`config.mk`:
```
export PLATFORM = sky130hd
export DESIGN_NAME = led_matrix_scan_flat
export DESIGN_NICKNAME = d
export VERILOG_FILES = /design/src/rtl/led_matrix_scan_pkg.sv /design/src/rtl/led_matrix_scan_if.sv /design/src/rtl/led_matrix_scan_row_timer.sv /design/src/rtl/led_matrix_scan.sv /design/src/flat_wrapper.sv
export SDC_FILE = /design/constraint.sdc
export NUM_CORES = 1
export LEC_CHECK = 0
export CAP_MARGIN = 10
export CELL_PAD_IN_SITES_DETAIL_PLACEMENT = 0
export CELL_PAD_IN_SITES_GLOBAL_PLACEMENT = 1
export CORE_ASPECT_RATIO = 1.1
export CORE_UTILIZATION = 39
export CTS_CLUSTER_SIZE = 16
export DETAILED_ROUTE_END_ITERATION = 10
export PLACE_DENSITY = 0.73
export SLEW_MARGIN = 20
export SYNTH_ARGS = -nofsm -noshare
export SYNTH_HDL_FRONTEND = slang
export SYNTH_HIERARCHICAL = 1
export SYNTH_SLANG_ARGS = --single-unit
export TNS_END_PERCENT = 10
```
`constraint.sdc`:
```
create_clock -name clk -period 2.5 [get_ports clk]
set_clock_uncertainty 0.2 [all_clocks]
set_input_delay 0.5 -clock clk [delete_from_list [all_inputs] [get_ports clk]]
set_output_delay 0.5 -clock clk [all_outputs]
set_load 0.005 [all_outputs]
```
`src/rtl/led_matrix_scan_pkg.sv`:
```
// Shared constants and column-polarity helpers for the 8x8 LED matrix scanner.
package lr4_pkg;

  localparam int ROWS    = 8;
  localparam int COLS    = 8;
  localparam int FRAME_W = ROWS * COLS;

  typedef logic [ROWS-1:0]    row_sel_t;
  typedef logic [COLS-1:0]    col_t;
  typedef logic [FRAME_W-1:0] frame_t;

  // Column pattern that leaves every pixel dark for the given polarity.
  function automatic col_t col_off(input bit active_low);
    return active_low ? '1 : '0;
  endfunction

  // Convert a "1 = lit" pixel row into the pin levels for the given polarity.
  function automatic col_t col_drive(input col_t lit, input bit active_low);
    return lit ^ col_off(active_low);
  endfunction

endpackage

```
`src/rtl/led_matrix_scan_if.sv`:
```
// Frame transfer channel from the glyph stage into the matrix scanner.
interface led_matrix_scan_if;

  logic [lr4_pkg::FRAME_W-1:0] frame_i;
  logic                        frame_vld;
  logic                        frame_rdy;

  modport master (output frame_i, output frame_vld, input  frame_rdy);
  modport slave  (input  frame_i, input  frame_vld, output frame_rdy);

endinterface

```
`src/rtl/led_matrix_scan_row_timer.sv`:
```
// Row dwell timer: divides the system clock into row slots and walks rows 0..7.
module row_timer #(
  parameter int ROW_DIV   = 6000,
  parameter int BLANK_CYC = 48
) (
  input  logic       clk,
  input  logic       rst,
  output logic [2:0] row,
  output logic       blank_win,
  output logic       row_end,
  output logic       frame_end
);

  localparam int DIV_W = (ROW_DIV > 1) ? $clog2(ROW_DIV) : 1;
  localparam logic [DIV_W-1:0] DIV_LAST  = DIV_W'(ROW_DIV - 1);
  localparam logic [DIV_W-1:0] BLANK_END = DIV_W'(BLANK_CYC);

  logic [DIV_W-1:0] div;

  // Dwell counter wraps at the end of each row; row index wraps 7 -> 0 on its own.
  always_ff @(posedge clk) begin
    if (rst) begin
      div <= '0;
      row <= '0;
    end else if (row_end) begin
      div <= '0;
      row <= row + 3'd1;
    end else begin
      div <= div + 1'b1;
    end
  end

  assign blank_win = (div < BLANK_END);
  assign row_end   = (div == DIV_LAST);
  assign frame_end = row_end && (row == 3'd7);

endmodule

```
`src/rtl/led_matrix_scan.sv`:
```
// Double-buffered row-multiplexed driver for the 8x8 LED matrix.
module led_matrix_scan
  import lr4_pkg::*;
#(
  parameter int CLK_REF        = 48_000_000,
  parameter int ROW_RATE       = 8_000,
  parameter int BLANK_CYC      = 48,
  parameter bit COL_ACTIVE_LOW = 1'b1
) (
  input  logic              clk,
  input  logic              rst,
  led_matrix_scan_if.slave  frm,
  input  logic              blank_i,
  output logic [ROWS-1:0]   STRING,
  output logic [COLS-1:0]   COLUMN,
  output logic              frame_sync
);

  localparam int ROW_DIV = CLK_REF / ROW_RATE;

  logic [2:0] row_p0;
  logic       blank_win_p0;
  logic       row_end_p0;
  logic       frame_end_p0;

  row_timer #(
    .ROW_DIV   (ROW_DIV),
    .BLANK_CYC (BLANK_CYC)
  ) u_row_timer (
    .clk       (clk),
    .rst       (rst),
    .row       (row_p0),
    .blank_win (blank_win_p0),
    .row_end   (row_end_p0),
    .frame_end (frame_end_p0)
  );

  frame_t   shadow_p0;
  frame_t   active_p0;
  logic     shadow_full_p0;
  logic     rdy_p0;
  logic     vld_p0;
  col_t     row_pix_p0;
  row_sel_t string_p1;
  col_t     column_p1;
  logic     sync_p1;

  // rdy is low exactly while the shadow holds a frame, so accept and swap never coincide.
  assign vld_p0         = frm.frame_vld && rdy_p0;
  assign frm.frame_rdy  = rdy_p0;
  assign row_pix_p0     = active_p0[{row_p0, 3'b000} +: COLS];

  // Shadow data capture; content is only meaningful while shadow_full_p0 is set.
  always_ff @(posedge clk) begin
    if (vld_p0) shadow_p0 <= frm.frame_i;
  end

  // Handshake and frame swap: the displayed frame changes only at the row 7 -> 0 wrap.
  always_ff @(posedge clk) begin
    if (rst) begin
      shadow_full_p0 <= 1'b0;
      rdy_p0         <= 1'b1;
      active_p0      <= '0;
    end else if (vld_p0) begin
      shadow_full_p0 <= 1'b1;
      rdy_p0         <= 1'b0;
    end else if (frame_end_p0 && shadow_full_p0) begin
      active_p0      <= shadow_p0;
      shadow_full_p0 <= 1'b0;
      rdy_p0         <= 1'b1;
    end
  end

  // ---- stage p0 -> p1: registered pin drive, one clock behind the timer ----
  // Pins go dark during the blanking window or when forced dark; timing never pauses.
  always_ff @(posedge clk) begin
    if (rst) begin
      string_p1 <= '0;
      column_p1 <= col_off(COL_ACTIVE_LOW);
      sync_p1   <= 1'b0;
    end else begin
      sync_p1 <= frame_end_p0;
      if (blank_win_p0 || blank_i) begin
        string_p1 <= '0;
        column_p1 <= col_off(COL_ACTIVE_LOW);
      end else begin
        string_p1 <= row_sel_t'(1) << row_p0;
        column_p1 <= col_drive(row_pix_p0, COL_ACTIVE_LOW);
      end
    end
  end

  assign STRING     = string_p1;
  assign COLUMN     = column_p1;
  assign frame_sync = sync_p1;

endmodule

```
`src/flat_wrapper.sv`:
```
// flat-port wrapper written by rule: the top's interface ports become plain ports
module led_matrix_scan_flat import lr4_pkg::*;
#(
  parameter int CLK_REF        = 48_000_000,
  parameter int ROW_RATE       = 8_000,
  parameter int BLANK_CYC      = 48,
  parameter bit COL_ACTIVE_LOW = 1'b1
)
  (clk, rst, blank_i, STRING, COLUMN, frame_sync, frm_frame_i, frm_frame_vld, frm_frame_rdy);
  led_matrix_scan_if frm_i ();
  input  logic clk;
  input  logic rst;
  input  logic blank_i;
  output logic [ROWS-1:0] STRING;
  output logic [COLS-1:0] COLUMN;
  output logic frame_sync;
  input wire logic [$bits(frm_i.frame_i)-1:0] frm_frame_i;
  input wire logic [$bits(frm_i.frame_vld)-1:0] frm_frame_vld;
  output wire logic [$bits(frm_i.frame_rdy)-1:0] frm_frame_rdy;
  assign frm_i.frame_i = frm_frame_i;
  assign frm_i.frame_vld = frm_frame_vld;
  assign frm_frame_rdy = frm_i.frame_rdy;
  led_matrix_scan #(.CLK_REF(CLK_REF), .ROW_RATE(ROW_RATE), .BLANK_CYC(BLANK_CYC), .COL_ACTIVE_LOW(COL_ACTIVE_LOW)) u_core (.clk(clk), .rst(rst), .frm(frm_i), .blank_i(blank_i), .STRING(STRING), .COLUMN(COLUMN), .frame_sync(frame_sync));
endmodule
```
### Yosys cells after proc, flatten, opt, wreduce, memory -nomap -nowiden

Cells that the tools add are included.
Widths: inputs -> output; s select.

| cells by class | value |
|---|---|
| bitwise gates (word level) | 2 |
| add/subtract/negate cells | 2 |
| mux-type cells | 4 |
| eq/ne operators | 2 |
| order comparisons | 1 |
| reductions and logical operators | 8 |
| shift-type cells | 2 |

Operator list:

| operator | count |
|---|---|
| $shiftx 64x7->8 | 1 |
| $add 13x1->13 const B | 1 |
| $eq 13x13->1 const B | 1 |
| $lt 13x6->1 const B | 1 |
| $not 8->8 | 1 |
| $shl 1x3->8 const A | 1 |
| $mux 1 | 4 |
| $reduce_or 2->1 | 2 |
| $add 3x1->3 const B | 1 |
| $eq 3x3->1 const B | 1 |
| $logic_and 1x1->1 | 3 |
| $reduce_and 2->1 | 1 |
| $reduce_bool 2->1 | 1 |
| $logic_or 1x1->1 | 1 |
| $not 1->1 | 1 |

| storage, ports and cells | value |
|---|---|
| output and inout bits | 18 |
| logic and storage cells | 30 |
| register bits after elaboration | 163 |
| bits of input ports | 68 |

### Logic depth before layout (Yosys ltp)

Gate-level depths: netlist of run 1.

| depth | value |
|---|---|
| word-level depth | 5 |
| gate-level depth with buffers | 9 |
| mapped depth without buffers | 7 |

### By module

Netlist of run 1, hierarchy kept.

Modules (own cells, without submodules):

| module | cells each | sequential area each (um^2) | area an instance (um^2) | instances |
|---|---|---|---|---|
| led_matrix_scan | 429 | 3,583.4 | 5,277.6 | 1 |
| row_timer | 79 | 320.3 | 742.0 | 1 |

### Worst setup path before layout of run 1

OpenSTA, ideal clock, no wires.

| timing path | value |
|---|---|
| kind | register to register |
| start | reg u_core.u_row_timer.div[8] |
| end | reg u_core.active_p0[33] |
| path slack | 52 ps |
| stages on the path, launching flop included | 10 |
| library setup time | 70 ps |
| arrival time | 2,177 ps |
| path buffers | 2 |
| clock period less this slack | 2,448 ps |
| path through | dfxtp_1 nand3_2 or4_4 nor4b_2 and2_1 and2_1 buf_2 buf_1 nand3_1 a21oi_1 |

| on the way | value |
|---|---|
| longest elaborated chain between the ends | 4 |

RTL lines:

| what | line | text |
|---|---|---|
| start, declared | led_matrix_scan_row_timer.sv:18 | `logic [DIV_W-1:0] div;` |
| start signal, assigned | led_matrix_scan_row_timer.sv:29 | `div <= div + 1'b1;` |
| $eq 13x13->1 | led_matrix_scan_row_timer.sv:34 | `assign row_end = (div == DIV_LAST);` |
| named net u_core.row_end_p0 | led_matrix_scan.sv:23 | `logic row_end_p0;` |
| $logic_and 1x1->1 | led_matrix_scan_row_timer.sv:35 | `assign frame_end = row_end && (row == 3'd7);` |
| named net u_core.frame_end_p0 | led_matrix_scan.sv:24 | `logic frame_end_p0;` |
| $logic_and 1x1->1 | led_matrix_scan.sv:67 | `end else if (frame_end_p0 && shadow_full_p0) begin` |
| $reduce_and 2->1 (no source line) | - |  |
| end signal, assigned | led_matrix_scan.sv:68 | `active_p0 <= shadow_p0;` |
| end, declared | led_matrix_scan.sv:39 | `frame_t active_p0;` |

The timed path passes the listed nets, and every way through them passes these cells.
A chain may end at the register's enable or synchronous reset.

### Worst setup path in the final report of run 1

| timing path | value |
|---|---|
| start | reg u_core.u_row_timer.div[9] |
| end | reg u_core.active_p0[41] |

Same word-level chain as after synthesis.

==> impl_metrics.env, run 1 <==
export IMPL_status="finished, final reports clean"
export IMPL_n_antenna_cell=0
export IMPL_h_tree_depth=4
export IMPL_ys_types=33
export IMPL_clk_path_buf_depth=2
export IMPL_final_cell_mix="98 x dfxtp_1, 84 x clkdlybuf4s50_1, 67 x nand3_1"
export IMPL_netlist_area_um2=6020
export IMPL_critPathCaptureType="flop"
export IMPL_antenna_found_initial=0
export IMPL_grt_overflow_total=0
export IMPL_drt_wl_total_um=13150
export IMPL_reg2regPathDepth=8
export IMPL_worstSkewPairLatency_ps=430
export IMPL_cp_depth=8
export IMPL_ios=86
export IMPL_final_common_cell="dfxtp_1"
export IMPL_r2r_slack_ps=120
export IMPL_dieArea_um2=15940
export IMPL_grt_usage_pct=17.32
export IMPL_placed_area_um2=7167
export IMPL_critical_path_class="reg2reg"
export IMPL_fin_ws_ps=117.1
export IMPL_dp_hpwl_um=8436
export IMPL_setup_violations=0
export IMPL_critPathMaxStageDelay_ps=480
export IMPL_clock_sinks=163
export IMPL_drive_gt1_share_pct=13.27
export IMPL_min_path_cells=1
export IMPL_worstPathCellList="nand3_2 > or4_4 > nor4b_2 > and2_4 > and2_4 > buf_4 > nand3_1 > a21oi_1"
export IMPL_coreArea_um2=15050
export IMPL_start_kind="flop"
export IMPL_antenna_left=0
export IMPL_maxSlewViolCount=0
export IMPL_portBuffers=85
export IMPL_postSynth_asyncResetShare_pct=0
export IMPL_drtPass1Iterations=4
export IMPL_fin_crit_ps=2383
export IMPL_arrival_ps=2540
export IMPL_start_util_pct=39.99
export IMPL_syn_nets=579
export IMPL_drcViolationCount=0
export IMPL_final_hold_viol_count=0
export IMPL_holdCritPathClass="reg2reg"
export IMPL_clk_pin_slew_ps=70
export IMPL_nets=661
export IMPL_cp_max_fo=11
export IMPL_cts_root_buf="clkbuf_16"
export IMPL_critPathTopFamily="simple AND/OR/NAND/NOR gates"
export IMPL_grt_pass1_vias=4104
export IMPL_avgRoutedWirePerCell_um=16.45
export IMPL_die_x_um=120.5
export IMPL_vias=4174
export IMPL_power_density_nw_per_um2=744.1
export IMPL_cts_hold_buf=0
export IMPL_area_delta_synth_final_pct=29.43
export IMPL_num_rows=47
export IMPL_vias_per_cell=5.224
export IMPL_rsz0062_at_grt="no"
export IMPL_ys_ff_latch=163
export IMPL_hold_end="u_core/u_row_timer/div[0]$_SDFF_PP0_"
export IMPL_cap_viol_max_count=0
export IMPL_yosysWarnings=6
export IMPL_place_ws_ps=51.73
export IMPL_place_congestion=0.7465
export IMPL_rr_startpoint="u_core/u_row_timer/div[9]$_SDFF_PP0_"
export IMPL_grt_pass1_wl_um=21100
export IMPL_tightest_slew_ps=919.2
export IMPL_cp_num_buf_inv=1
export IMPL_cp_data_required_time_ps=2660
export IMPL_drtIter0Drc=316
export IMPL_die_h_um=132.3
export IMPL_finalCritPeriodShare_pct=95.32
export IMPL_tns_ps=0
export IMPL_netlist_instances=508
export IMPL_max_freq_mhz=419.7
export IMPL_synth_top_flop_cell="dfxtp_1"
export IMPL_fin_area_um2=7791
export IMPL_numCtsBuffers=17
export IMPL_cts_tree="done"
export IMPL_r2r_end="u_core/active_p0[41]$_SDFFE_PP0P_"
export IMPL_min_from="u_core/u_row_timer/div[0]$_SDFF_PP0_"
export IMPL_crit_top_cell="and2_4"
export IMPL_grt_max_degree=66
export IMPL_cpMaxStageDelayCell="or4_4"
export IMPL_p_leak_nw=2.561
export IMPL_peakVddDrop_mv=0.4301
export IMPL_relSlewSlack_pct=38.21
export IMPL_syn_area_per_cell_um2=11.85
export IMPL_synth_edf_count=64
export IMPL_ys_seq_area_share_pct=64.85
-- cells by family (layout without fill, tap and decap cells) --
kind of cell	Yosys count	after routing	synth area share (%)
flip-flops	163	163	64.85
XOR/XNOR	12	12	1.746
AO/OA/AOI/OAI	139	139	11.89
buffers and inverters	47	142	3.430
multiplexers	18	18	6.381
AND/OR/NAND/NOR	126	126	11.08
adder cells (fa/ha/maj)	3	3	0.6236
-- power by group --
part	internal (mW)	switching [mW]	total, mW
Sequential	2.84	0.0270	2.86
Combinational	0.119	0.112	0.231
Clock	1.60	1.11	2.70
-- state kept, by name, summed over array words and instances (netlist names) --
register and cells:
u_core/STRING 8, u_core/COLUMN 8, u_core/frm.frame_rdy 1, u_core/shadow_full_p0 1, u_core/frame_sync 1, u_core/u_row_timer/row 3
u_core/shadow_p0 64, u_core/u_row_timer/div 13, u_core/active_p0 64
-- how the worst max path moves through the flow --
stage / start / to / slack, ps
after global placement: u_core/u_row_timer/div[10]$_SDFF_PP0_ / u_core/active_p0[41]$_SDFFE_PP0P_ / 120
final: u_core/u_row_timer/div[9]$_SDFF_PP0_ / u_core/active_p0[41]$_SDFFE_PP0P_ / 120
after floorplan: u_core/u_row_timer/div[8]$_SDFF_PP0_ / u_core/active_p0[33]$_SDFFE_PP0P_ / 50
after CTS: u_core/u_row_timer/div[10]$_SDFF_PP0_ / u_core/active_p0[41]$_SDFFE_PP0P_ / 20
after global routing: u_core/u_row_timer/div[9]$_SDFF_PP0_ / u_core/active_p0[41]$_SDFFE_PP0P_ / 10
after detailed placement: u_core/u_row_timer/div[10]$_SDFF_PP0_ / u_core/active_p0[41]$_SDFFE_PP0P_ / 50
-- through the flow --
stage                     power [mW]  utilization (%)  hold slack [ps]  cells
final                          5.797            51.75            261.6    799
after global placement         3.151            47.61            227.2    767
after detailed placement       3.153            47.61            249.7    767
after global routing           5.980            51.75            284.1    799
after CTS                      5.852            51.72            254.0    799
after floorplan                2.992                -            217.8    508
-- cells in the mapped netlist, types with 10 or more instances --
cell | instances | area [µm²]
clkbuf_1 | 20 | 75.07
edfxtp_1 | 64 | 1922
nor2_1 | 23 | 86.33
dfxtp_1 | 99 | 1982
xnor2_1 | 10 | 87.58
mux4_2 | 15 | 337.8
buf_2 | 12 | 60.06
a21oi_1 | 66 | 330.3
o21ai_0 | 65 | 325.3
nand3_1 | 67 | 335.3
-- layer usage --
| metal | GRT usage [%] | routed length (µm) | share of wire (%) | up-vias |
|---|---|---|---|---|
| li1 | - | - | - | 2040 |
| met1 | 23.05 | 6052 | 46 | 2014 |
| met2 | 26.98 | 6266 | 48 | 104 |
| met3 | 3.720 | 546 | 4.2 | 16 |
| met4 | 8.025 | 280 | 2.1 | 0 |
| met5 | 0 | 0 | 0 | - |
-- cell type report --
| cell class | count | area (µm²) |
|---|---|---|
| clock buffer | 17 | 425.4 |
| clock inverter | 15 | 193.9 |
| fill | 1384 | 7263 |
| inverter | 5 | 21.27 |
| multi-input combinational | 298 | 1917 |
| sequential | 163 | 3905 |
| tap | 196 | 245.2 |
| timing repair buffer | 105 | 1084 |
-- worst reg2reg max path, delay by kind of cell (launching register included) --
kind	cells	cell delay, ps
and+or+nand+nor	6	1420
DFF	1	360
buffers and inverters	1	190
AOI/OAI and AO/OA	1	150
-- repair_timing --
item | 4_1_cts | 5_1_grt
buffers inserted | 0 | 0
resized for setup | 0 | 5
endpoints found under the setup margin | 0 | 58
Note: power is estimated with default switching activity, not from simulation.
==> run 2, diff against run 1 <==
CORE_MARGIN = 4   (was unset)
MAX_ROUTING_LAYER = met4   (was unset)
==> impl_metrics.env, run 2 (synthesis results as in run 1) <==
export IMPL_grt_pass1_wl_um=21510
export IMPL_cts_tree="done"
export IMPL_final_cell_mix="98 x dfxtp_1, 84 x clkdlybuf4s50_1, 67 x nand3_1"
export IMPL_arrival_ps=2440
export IMPL_tightest_slew_ps=967.6
export IMPL_drcViolationCount=0
export IMPL_cp_depth=8
export IMPL_clock_sinks=163
export IMPL_start_kind="flop"
export IMPL_critical_path_class="reg2reg"
export IMPL_relSlewSlack_pct=34.96
export IMPL_placed_area_um2=7137
export IMPL_critPathMaxStageDelay_ps=490
export IMPL_area_delta_synth_final_pct=28.58
export IMPL_n_antenna_cell=0
export IMPL_reg_largest_list="u_core/active_p0 x64, u_core/shadow_p0 x64, u_core/u_row_timer/div x13"
export IMPL_die_h_um=138.3
export IMPL_cap_viol_max_count=0
export IMPL_fin_cells=800
export IMPL_met2_usage_pct=24.00
export IMPL_power_density_nw_per_um2=731.5
export IMPL_grt_overflow_total=0
export IMPL_finalCritPeriodShare_pct=94.48
export IMPL_p_sw_share_pct=19.86
export IMPL_vias=4210
export IMPL_drtIter0Drc=374
export IMPL_worstPathCellList="nand3_2 > or4_4 > nor4b_2 > and2_4 > nand2_1 > buf_12 > o21ai_0 > a21oi_1"
export IMPL_vias_per_cell=5.263
export IMPL_fin_area_um2=7740
export IMPL_dieArea_um2=17490
export IMPL_final_hold_viol_count=0
export IMPL_setup_violations=0
export IMPL_tns_ps=0
export IMPL_dp_cells=768
export IMPL_ios=86
export IMPL_dp_hpwl_um=8810
export IMPL_critPathCaptureType="flop"
export IMPL_power_share_clock_pct=45.4
export IMPL_critPathTopFamily="simple AND/OR/NAND/NOR gates"
export IMPL_cp_max_fo=65
export IMPL_drt_wl_total_um=13390
export IMPL_place_congestion=0.7645
export IMPL_portBuffers=85
export IMPL_cts_hold_buf=0
export IMPL_cp_data_required_time_ps=2570
export IMPL_worstSkewPairLatency_ps=420
export IMPL_fin_ws_ps=137.9
export IMPL_rsz0062_at_grt="no"
export IMPL_switchingPower_mw=1.124
export IMPL_max_freq_mhz=423.4
export IMPL_start_util_pct=39.83
export IMPL_p_comb_share_pct=4.0
export IMPL_fin_util_pct=51.21
export IMPL_h_tree_depth=4
export IMPL_clk_path_buf_depth=2
export IMPL_p_int_mw=4.537
export IMPL_clk_pin_slew_ps=60
export IMPL_numCtsBuffers=17
export IMPL_avgRoutedWirePerCell_um=16.74
export IMPL_cpMaxStageDelayCell="or4_4"
export IMPL_reg2regPathDepth=8
export IMPL_grt_usage_pct=16.15
export IMPL_gr_usage_met3_pct=3.935
export IMPL_antenna_left=0
export IMPL_drive_gt1_share_pct=13.08
export IMPL_holdCritPathClass="in2reg"
export IMPL_coreArea_um2=15110
export IMPL_cp_num_buf_inv=1
export IMPL_seqPwrFrac_pct=50.6
export IMPL_maxSlewViolCount=0
export IMPL_place_ws_ps=82.98
export IMPL_grt_pass1_vias=4111
export IMPL_busiest_layer="met2"
export IMPL_drtPass1Iterations=5
export IMPL_min_path_cells=2
export IMPL_cts_root_buf="clkbuf_16"
export IMPL_holdWs_ps=155.4
export IMPL_met1_usage_pct=20.99
export IMPL_num_rows=47
export IMPL_finalPower_mw=5.662
export IMPL_nets=662
export IMPL_final_common_cell="dfxtp_1"
export IMPL_antenna_found_initial=0
export IMPL_grt_max_degree=69
export IMPL_status="finished, final reports clean"
export IMPL_p_leak_nw=2.553
export IMPL_die_x_um=126.5
export IMPL_fin_crit_ps=2362
export IMPL_peakVddDrop_mv=0.4333
run 2: cell types whose count changed in the layout (fill, tap and decap cells not counted), moves of 3 or more:
cell / before / now
buf_12: 7 / 4
clkbuf_1: 0 / 3
inv_6: 5 / 0
o21ai_1: 2 / 5
clkinv_2: 0 / 6
o21ai_0: 63 / 60
run 2: final timing paths:
| check | startpoint | end | slack (ps) |
|---|---|---|---|
| hold reg to reg | u_core/u_row_timer/div[0]$_SDFF_PP0_ | u_core/u_row_timer/div[0]$_SDFF_PP0_ | 250 |
| setup reg to reg | u_core/u_row_timer/div[10]$_SDFF_PP0_ | u_core/active_p0[8]$_SDFFE_PP0P_ | 140 |
| hold / removal | rst | u_core/u_row_timer/row[0]$_SDFFE_PP0P_ | 160 |
| setup / recovery | u_core/u_row_timer/div[10]$_SDFF_PP0_ | u_core/active_p0[8]$_SDFFE_PP0P_ | 140 |
run 2: layer usage:
metal,up-vias,wire length (µm)
li1,2027,-
met1,2027,5935
met2,137,6572
met3,19,589
met4,0,290
met5,-,0
run 2: power by group through the flow:
| stage | registers (mW) | clock network (mW) | logic, mW |
|---|---|---|---|
| floorplan | 2.91 | 0 | 0.0827 |
| global placement | 2.92 | 0 | 0.221 |
| detailed placement | 2.92 | 0 | 0.227 |
| CTS | 2.87 | 2.64 | 0.227 |
| global route | 2.87 | 2.75 | 0.246 |
| finish | 2.86 | 2.57 | 0.226 |
run 2: repair_timing:
item	in CTS	in global routing
endpoints found under the setup margin	0	63
gates resized for setup	0	11
hold endpoints to repair	0	0
buffers inserted	0	0
run 2: final cells by class:
class | count | area (µm²)
Sequential cell | 163 | 3905
Clock buffer | 21 | 450.4
Timing Repair Buffer | 106 | 1061
Tap cell | 196 | 245.2
Clock inverter | 11 | 136.4
Fill cell | 1322 | 7373
Inverter | 5 | 21.27
Multi-Input combinational cell | 298 | 1921
